===== config.mk =====
export PLATFORM = sky130hd
export DESIGN_NAME = instr_mem_loader
export DESIGN_NICKNAME = d
export VERILOG_FILES = /design/src/rtl/instr_mem_loader_pkg.sv /design/src/rtl/instr_mem_loader_byte_to_word_packer.sv /design/src/rtl/instr_mem_loader.sv
export SDC_FILE = /design/constraint.sdc
export NUM_CORES = 1
export LEC_CHECK = 0
export CAP_MARGIN = 20
export CORE_MARGIN = 4
export CORE_UTILIZATION = 45
export DETAILED_ROUTE_END_ITERATION = 12
export PLACE_DENSITY_LB_ADDON = 0.15
export SYNTH_ARGS = -nofsm -noshare
export SYNTH_HDL_FRONTEND = slang
export SYNTH_SLANG_ARGS = --single-unit

===== constraint.sdc =====
create_clock -name clk -period 3.5 [get_ports clk]
set_clock_uncertainty 0.05 [all_clocks]
set_input_delay 0.875 -clock clk [delete_from_list [all_inputs] [get_ports clk]]
set_output_delay 0.875 -clock clk [all_outputs]
set_load 0.02 [all_outputs]

===== src/rtl/instr_mem_loader_pkg.sv =====
// Shared types and constants for the instruction memory loader:
// FSM encoding, default geometry and the header range check.
package instr_mem_loader_pkg;

  localparam int INSTR_W        = 32;
  localparam int BYTES_PER_WORD = INSTR_W / 8;
  localparam int DEF_ADDR_W     = 8;
  localparam int DEF_MAX_WORDS  = 64;

  typedef enum logic [2:0] {
    ST_IDLE  = 3'd0,
    ST_HDR   = 3'd1,
    ST_LOAD  = 3'd2,
    ST_WRITE = 3'd3,
    ST_DONE  = 3'd4
  } state_t;

  // A header byte is a word count; zero or anything above the RAM size is rejected.
  function automatic logic hdr_ok(input logic [7:0] n, input int max_words);
    return (n != 8'd0) && ({24'd0, n} <= 32'(max_words));
  endfunction

endpackage


===== src/rtl/instr_mem_loader_byte_to_word_packer.sv =====
// Collects four stream bytes into one little-endian 32-bit word. The finished
// word is only updated when the fourth byte arrives, so it holds between words.
module instr_mem_loader_byte_to_word_packer
  import instr_mem_loader_pkg::*;
(
  input  logic               clk,
  input  logic               rst,
  input  logic               clear,
  input  logic               byte_en,
  input  logic [7:0]         byte_data,
  output logic               word_valid,
  output logic [INSTR_W-1:0] word,
  output logic [1:0]         byte_idx
);

  logic [1:0]         cnt_q;
  logic [23:0]        asm_q;
  logic [INSTR_W-1:0] word_q;

  // Strobes in the cycle whose rising edge accepts the last byte of a word.
  assign word_valid = byte_en && (cnt_q == 2'd3);
  assign word       = word_q;
  assign byte_idx   = cnt_q;

  always_ff @(posedge clk) begin
    if (rst) begin
      cnt_q  <= 2'd0;
      asm_q  <= 24'd0;
      word_q <= '0;
    end else if (clear) begin
      cnt_q <= 2'd0;
    end else if (byte_en) begin
      case (cnt_q)
        2'd0: asm_q[7:0]   <= byte_data;
        2'd1: asm_q[15:8]  <= byte_data;
        2'd2: asm_q[23:16] <= byte_data;
        default: word_q    <= {byte_data, asm_q};
      endcase
      cnt_q <= cnt_q + 2'd1;
    end
  end

endmodule


===== src/rtl/instr_mem_loader.sv =====
// Loads a program from a byte stream into the instruction RAM while holding
// the core in reset. Stream format: one count byte N, then N little-endian words.
module instr_mem_loader
  import instr_mem_loader_pkg::*;
#(
  parameter int                ADDR_W    = DEF_ADDR_W,
  parameter int                MAX_WORDS = DEF_MAX_WORDS,
  parameter logic [ADDR_W-1:0] BASE_ADDR = '0
) (
  input  logic               clk,
  input  logic               rst,
  input  logic               start,
  input  logic               byte_valid,
  input  logic [7:0]         byte_data,
  output logic               byte_ready,
  output logic               mem_we,
  output logic [ADDR_W-1:0]  mem_wa,
  output logic [INSTR_W-1:0] mem_wd,
  output logic               busy,
  output logic               done,
  output logic               err,
  output logic               cpu_rst
);

  state_t              state_q;
  state_t              state_d;
  logic [7:0]          words_q;
  logic [ADDR_W-1:0]   mem_wa_q;
  logic                done_q;
  logic                err_q;

  logic                accept;
  logic                sess_start;
  logic                hdr_load;
  logic                wr_step;
  logic                set_done;
  logic                set_err;

  logic                pk_word_valid;
  logic [INSTR_W-1:0]  pk_word;
  logic [1:0]          pk_byte_idx;

  // Handshake: a byte moves on a rising edge with byte_valid && byte_ready.
  // byte_ready depends on the state register only, never on byte_valid.
  assign byte_ready = (state_q == ST_HDR) || (state_q == ST_LOAD);
  assign accept     = byte_valid && byte_ready;

  instr_mem_loader_byte_to_word_packer u_packer (
    .clk        (clk),
    .rst        (rst),
    .clear      (sess_start),
    .byte_en    (accept && (state_q == ST_LOAD)),
    .byte_data  (byte_data),
    .word_valid (pk_word_valid),
    .word       (pk_word),
    .byte_idx   (pk_byte_idx)
  );

  always_ff @(posedge clk) begin
    if (rst) state_q <= ST_IDLE;
    else     state_q <= state_d;
  end

  always_comb begin
    state_d    = state_q;
    mem_we     = 1'b0;
    busy       = 1'b0;
    sess_start = 1'b0;
    hdr_load   = 1'b0;
    wr_step    = 1'b0;
    set_done   = 1'b0;
    set_err    = 1'b0;
    case (state_q)
      ST_IDLE, ST_DONE: begin
        if (start) begin
          state_d    = ST_HDR;
          sess_start = 1'b1;
        end
      end
      ST_HDR: begin
        busy = 1'b1;
        if (accept) begin
          if (hdr_ok(byte_data, MAX_WORDS)) begin
            state_d  = ST_LOAD;
            hdr_load = 1'b1;
          end else begin
            state_d = ST_DONE;
            set_err = 1'b1;
          end
        end
      end
      ST_LOAD: begin
        busy = 1'b1;
        if (pk_word_valid) state_d = ST_WRITE;
      end
      ST_WRITE: begin
        busy    = 1'b1;
        mem_we  = 1'b1;
        wr_step = 1'b1;
        if (words_q == 8'd1) begin
          state_d  = ST_DONE;
          set_done = 1'b1;
        end else begin
          state_d = ST_LOAD;
        end
      end
      default: state_d = ST_IDLE;
    endcase
  end

  // Address and counter advance on the edge that ends the WRITE cycle, so
  // mem_wa/mem_wd are stable for the whole write pulse.
  always_ff @(posedge clk) begin
    if (rst) begin
      words_q  <= 8'd0;
      mem_wa_q <= BASE_ADDR;
      done_q   <= 1'b0;
      err_q    <= 1'b0;
    end else begin
      if (sess_start) begin
        mem_wa_q <= BASE_ADDR;
        done_q   <= 1'b0;
        err_q    <= 1'b0;
      end
      if (hdr_load) words_q <= byte_data;
      if (set_err)  err_q   <= 1'b1;
      if (wr_step) begin
        mem_wa_q <= mem_wa_q + ADDR_W'(BYTES_PER_WORD);
        words_q  <= words_q - 8'd1;
      end
      if (set_done) done_q <= 1'b1;
    end
  end

  assign mem_wa  = mem_wa_q;
  assign mem_wd  = pk_word;
  assign done    = done_q;
  assign err     = err_q;
  assign cpu_rst = busy;

endmodule


# [Word level (Yosys, flattened, before mapping)]
# Index checks and enable logic that the tools add are counted.
[totals] ff_bits=79 output_inout_bits=46
[classes] bitwise=2 add_sub_neg=3 mux=25 n_lt_le_gt_ge=1 n_eq_ne=11 n_reduce_logical=21
[op_table] op="$mux 8" n=4
[op_table] op="$mux 1" n=15
[op_table] op="$mux 3" n=5
[op_table] op="$reduce_and 3->1" n=5
[op_table] op="$pmux 3 s4" n=1
[op_table] op="$add 8x3->8 const B" n=1
[op_table] op="$eq 8x1->1 const B" n=1
[op_table] op="$le 8x7->1 const B" n=1
[op_table] op="$reduce_bool 2->1" n=4
[op_table] op="$reduce_bool 8->1" n=1
[op_table] op="$sub 8x1->8 const B" n=1
[op_table] op="$eq 3x2->1 const B" n=2
[op_table] op="$ne 2x2->1 const B" n=3
[op_table] op="$reduce_or 3->1" n=2
[op_table] op="$eq 2x2->1 const B" n=2
[op_table] op="$logic_and 1x1->1" n=4
[op_table] op="$reduce_or 2->1" n=2
[op_table] op="$eq 3x1->1 const B" n=1
[op_table] op="$eq 3x3->1 const B" n=1
[op_table] op="$logic_not 3->1" n=1
[op_table] op="$add 2x1->2 const B" n=1
[op_table] op="$eq 2x1->1 const B" n=1
[op_table] op="$logic_not 2->1" n=1
[op_table] op="$not 1->1" n=2
[op_table] op="$logic_or 1x1->1" n=1

# [Longest topological paths before layout]
[depth] depth_word=7 mapped_depth=7

# [Hierarchy]
# A second synthesis with hierarchy kept.
[unflattened] cells_unflattened=356 hier_area_um2=3513.4
[modules_own_cells] module="instr_mem_loader_byte_to_word_packer" area_each_um2=2368.5 cells_per_inst=209 n_inst=1
[modules_own_cells] module="instr_mem_loader" area_each_um2=1144.8 cells_per_inst=147 n_inst=1

# [Worst setup path before layout]
# OpenSTA, ideal clock, no wires.
[synth_timing] kind="input -> register" startpoint="input port byte_data[0]" endpoint="register words_q[1]" setup_ns=0.103 path_buffers=2 cell_stages=6 path_slack_ns=0.759 arrival_time_ns=2.588 cell_sequence="or4_1 buf_2 or4_4 buf_6 and4_4 a2111oi_2"
[synth_via] elab_chain_cells=6 word_cells_on_any_way=7
[synth_lines] element="start, declared" line_no="instr_mem_loader.sv:14" text="input logic [7:0] byte_data,"
[synth_lines] element="$le 8x7->1 / $reduce_bool 8->1 (equally long branches)" line_no="instr_mem_loader_pkg.sv:20" text="return (n != 8'd0) && ({24'd0, n} <= 32'(max_words));"
[synth_lines] element="$logic_and 1x1->1 (*)" line_no="instr_mem_loader_pkg.sv:20"
[synth_lines] element="$mux 1 (*)" line_no="instr_mem_loader.sv:83" text="if (hdr_ok(byte_data, MAX_WORDS)) begin"
[synth_lines] element="$mux 1 (*)" line_no="instr_mem_loader.sv:82" text="if (accept) begin"
[synth_lines] element="$mux 1 (*)" line_no="instr_mem_loader.sv:73" text="case (state_q)"
[synth_lines] element="$reduce_bool 2->1 (no source line) (*)"
[synth_lines] element="end signal, assigned" line_no="instr_mem_loader.sv:125" text="if (hdr_load) words_q <= byte_data;"
[synth_lines] element="end signal, assigned" line_no="instr_mem_loader.sv:129" text="words_q <= words_q - 8'd1;"
[synth_lines] element="end, declared" line_no="instr_mem_loader.sv:27" text="logic [7:0] words_q;"
# Every way passes the cells marked *; elsewhere a longest branch is shown, timed or not.
# A chain may end at the register's enable or synchronous reset.

# [Worst setup path after layout]
# Ends and elaborated chain as after synthesis.

==> impl_metrics.yaml <==
timing:
  rsz0062_at_grt: "false"
  post-route-period-util: 0.808
  slew_viol_final: 0
  max_freq_mhz: 353
  fin_crit_ns: 2.83
  relSlewSlack: 0.551
  setup_viol: 0
  hold_viol: 0
  tightestPinTransition_ns: 0.664
  final.setup.tns_ns: 0
drt:
  via_count: 2922
  routed_wl_um: 7760
  wl_per_cell_um: 13.9
  firstDrtPassIters: 4
  drt_iter0_markers: 160
  ant_nets: 0
  drc: 0
  avgViaCountPerCell: 5.23
final_layout:
  final_cell_mix: "nand2_1 (98), dfxtp_1 (77), a21oi_1 (67), clkdlybuf4s50_1 (54), nand3_1 (28)"
  area_growth_pct: 27.3
  final_cells: 559
  final_layout_size_suffix_gt1_frac: 0.0907
  nets: 477
  n_fill_cell: 651
  insertedDiodeCount: 0
  final_common_cell: "nand2_1"
global_routing:
  antenna_found_initial: 0
  grt_start_max_net_pins: 56
  grt_pass1_vias: 2618
  track_usage: 0.191
  grt_pass1_wl_um: 12900
  grt_remaining_overflow: 0
placement:
  gp_congestion: 0.841
  portBuffers: 55
  dp_hpwl_um: 5260
  placed_cells: 543
logic_synthesis:
  synth_cell_types: 48
  synthCells: 408
  ys_seq_elements: 77
  synth_area_um2: 3230
  async_flop_share: 0
  synth-main-ff-cell: "dfxtp_1"
  ys_seq_area_frac: 0.477
  yosysWarnings: 0
  synth-edff-count: 0
  syn_avg_cell_area_um2: 7.92
cts:
  holdBufCountCts: 0
  clock_latency_ns: 0.36
  cts_resized: 0
  clk_pin_slew_worst_paths_ns: 0.08
  clockBufferDepth: 2
  cts_made_buffers: 9
  cts_root_buf: "clkbuf_8"
  clock_sinks: 77
  cts_tree: "done"
  post_cts_buffers: 0
  h-tree-depth: 3
power:
  power_density_nw_per_um2: 420
  ir_drop_mv: 0.196
  leakagePower_uw: 0.00141
hold_path:
  hp-class: "flip-flop to flip-flop"
worst_setup_path:
  cp_cell_sequence: "clkdlybuf4s50_1, or4_1, or4_4, and4_4, a2111oi_2"
  regToRegSetupSlack_ns: 1.09
  criticalPathCategory: "input port to flip-flop"
  worst_path_largest_cell_delay_ns: 0.62
  cp-start-kind: "input port"
  worstSetupEndpointType: "flip-flop"
  path_max_fanout: 10
  worstPathRequired_ns: 3.71
  cpLargestDelayFamily: "simple AND/OR/NAND/NOR gates"
  cp.arrival_ns: 3.04
  cp_num_buf_inv: 1
  slowest_stage: "or4_1"
die:
  die-area_um2: 8600
  num_io_pins: 58
  coreArea_um2: 6870
  initial_utilization: 0.470
  die_w_um: 92.7
  placementRows: 30
  die_y_um: 92.7
flow_run:
  cap_violations: 0
outcome:
  status: "finished clean"
[stage by stage]
step	area, um^2	power, uW	hold WS [ns]	setup WS, ns	util
after floorplan	3240	965	0.382	0.759	-
after global placement	3900	1010	0.393	0.339	0.568
after detailed placement	3900	1010	0.394	0.302	0.568
after CTS	4110	1740	0.405	0.680	0.599
after global routing	4110	1790	0.427	0.571	0.599
final	4110	1730	0.403	0.671	0.599
[sequential cells by signal, summed over array words and instances (netlist names)]
register / flops
u_packer.word: 32
done: 1
err: 1
mem_wa: 6
u_packer.byte_idx: 2
u_packer.asm_q: 24
state_q: 3
words_q: 8
[cells in the mapped netlist (2+ instances only)]
library cell,count,area share
xnor2_1,2,0.0054
buf_2,2,0.0031
or4_1,4,0.0093
xor2_1,2,0.0054
clkbuf_1,28,0.033
a31oi_1,5,0.0097
o21ai_0,3,0.0046
nand4_1,8,0.015
a22oi_1,4,0.0093
o31ai_1,2,0.0046
or2_2,2,0.0039
nand2_1,98,0.11
nand3_1,28,0.043
inv_1,8,0.0093
a21oi_1,67,0.10
nor3b_1,4,0.0093
nor2_1,19,0.022
nor3_1,6,0.0093
buf_4,3,0.0070
ha_1,7,0.027
nor4bb_1,2,0.0062
o21a_1,2,0.0046
dfxtp_1,77,0.48
[logic make-up (layout without fill, tap and decap cells)]
group	after synthesis	in the layout	synth area share
DFF	77	77	0.477
and+or+nand+nor	182	182	0.261
xor gates and xnor gates	4	4	0.0108
AOI/OAI and AO/OA	92	92	0.162
other	1	2	0.00116
buffers and inverters	44	98	0.0577
muxes	1	1	0.00348
adders and majority gates	7	7	0.0271
[where the power goes]
group | internal [uW] | switching, uW | leakage [uW] | total, uW
logic | 43.1 | 60.9 | 0.000676 | 104
clock network | 402 | 335 | 0.000110 | 737
registers | 880 | 7.99 | 0.000620 | 888
[layout make-up]
class,instances,area (um^2),share of cell area
clock buffers,10,128,0.0310
clock inverters,6,87.6,0.0213
inverters,9,33.8,0.00821
multi-input cells,288,1520,0.370
flip-flops and latches,77,1540,0.375
well taps,96,120,0.0292
repair buffers,73,681,0.165
[layer usage]
metal | global-route usage | vias to the layer above | share of wire | wire (um)
li1 | - | 1492 | - | -
met1 | 0.260 | 1344 | 0.47 | 3670
met2 | 0.291 | 72 | 0.45 | 3490
met3 | 0.0390 | 14 | 0.060 | 464
met4 | 0.0855 | 0 | 0.018 | 143
met5 | 0 | - | 0 | 0
[worst min-delay path, cell delays in order (launching register included)]
cell and delay (ns):
dfxtp_1 0.32, nand2_1 0.05, a21oi_1 0.05
[final timing paths]
path | cells after the start | end | from
setup reg to reg | 4 | words_q[1] | state_q[0]
setup / recovery | 5 | words_q[1] | byte_data[0]
hold reg to reg | 2 | u_packer.word[20] | u_packer.asm_q[20]
hold / removal | 2 | u_packer.word[20] | u_packer.asm_q[20]
No activity file was read; power rests on OpenSTA's default activity.
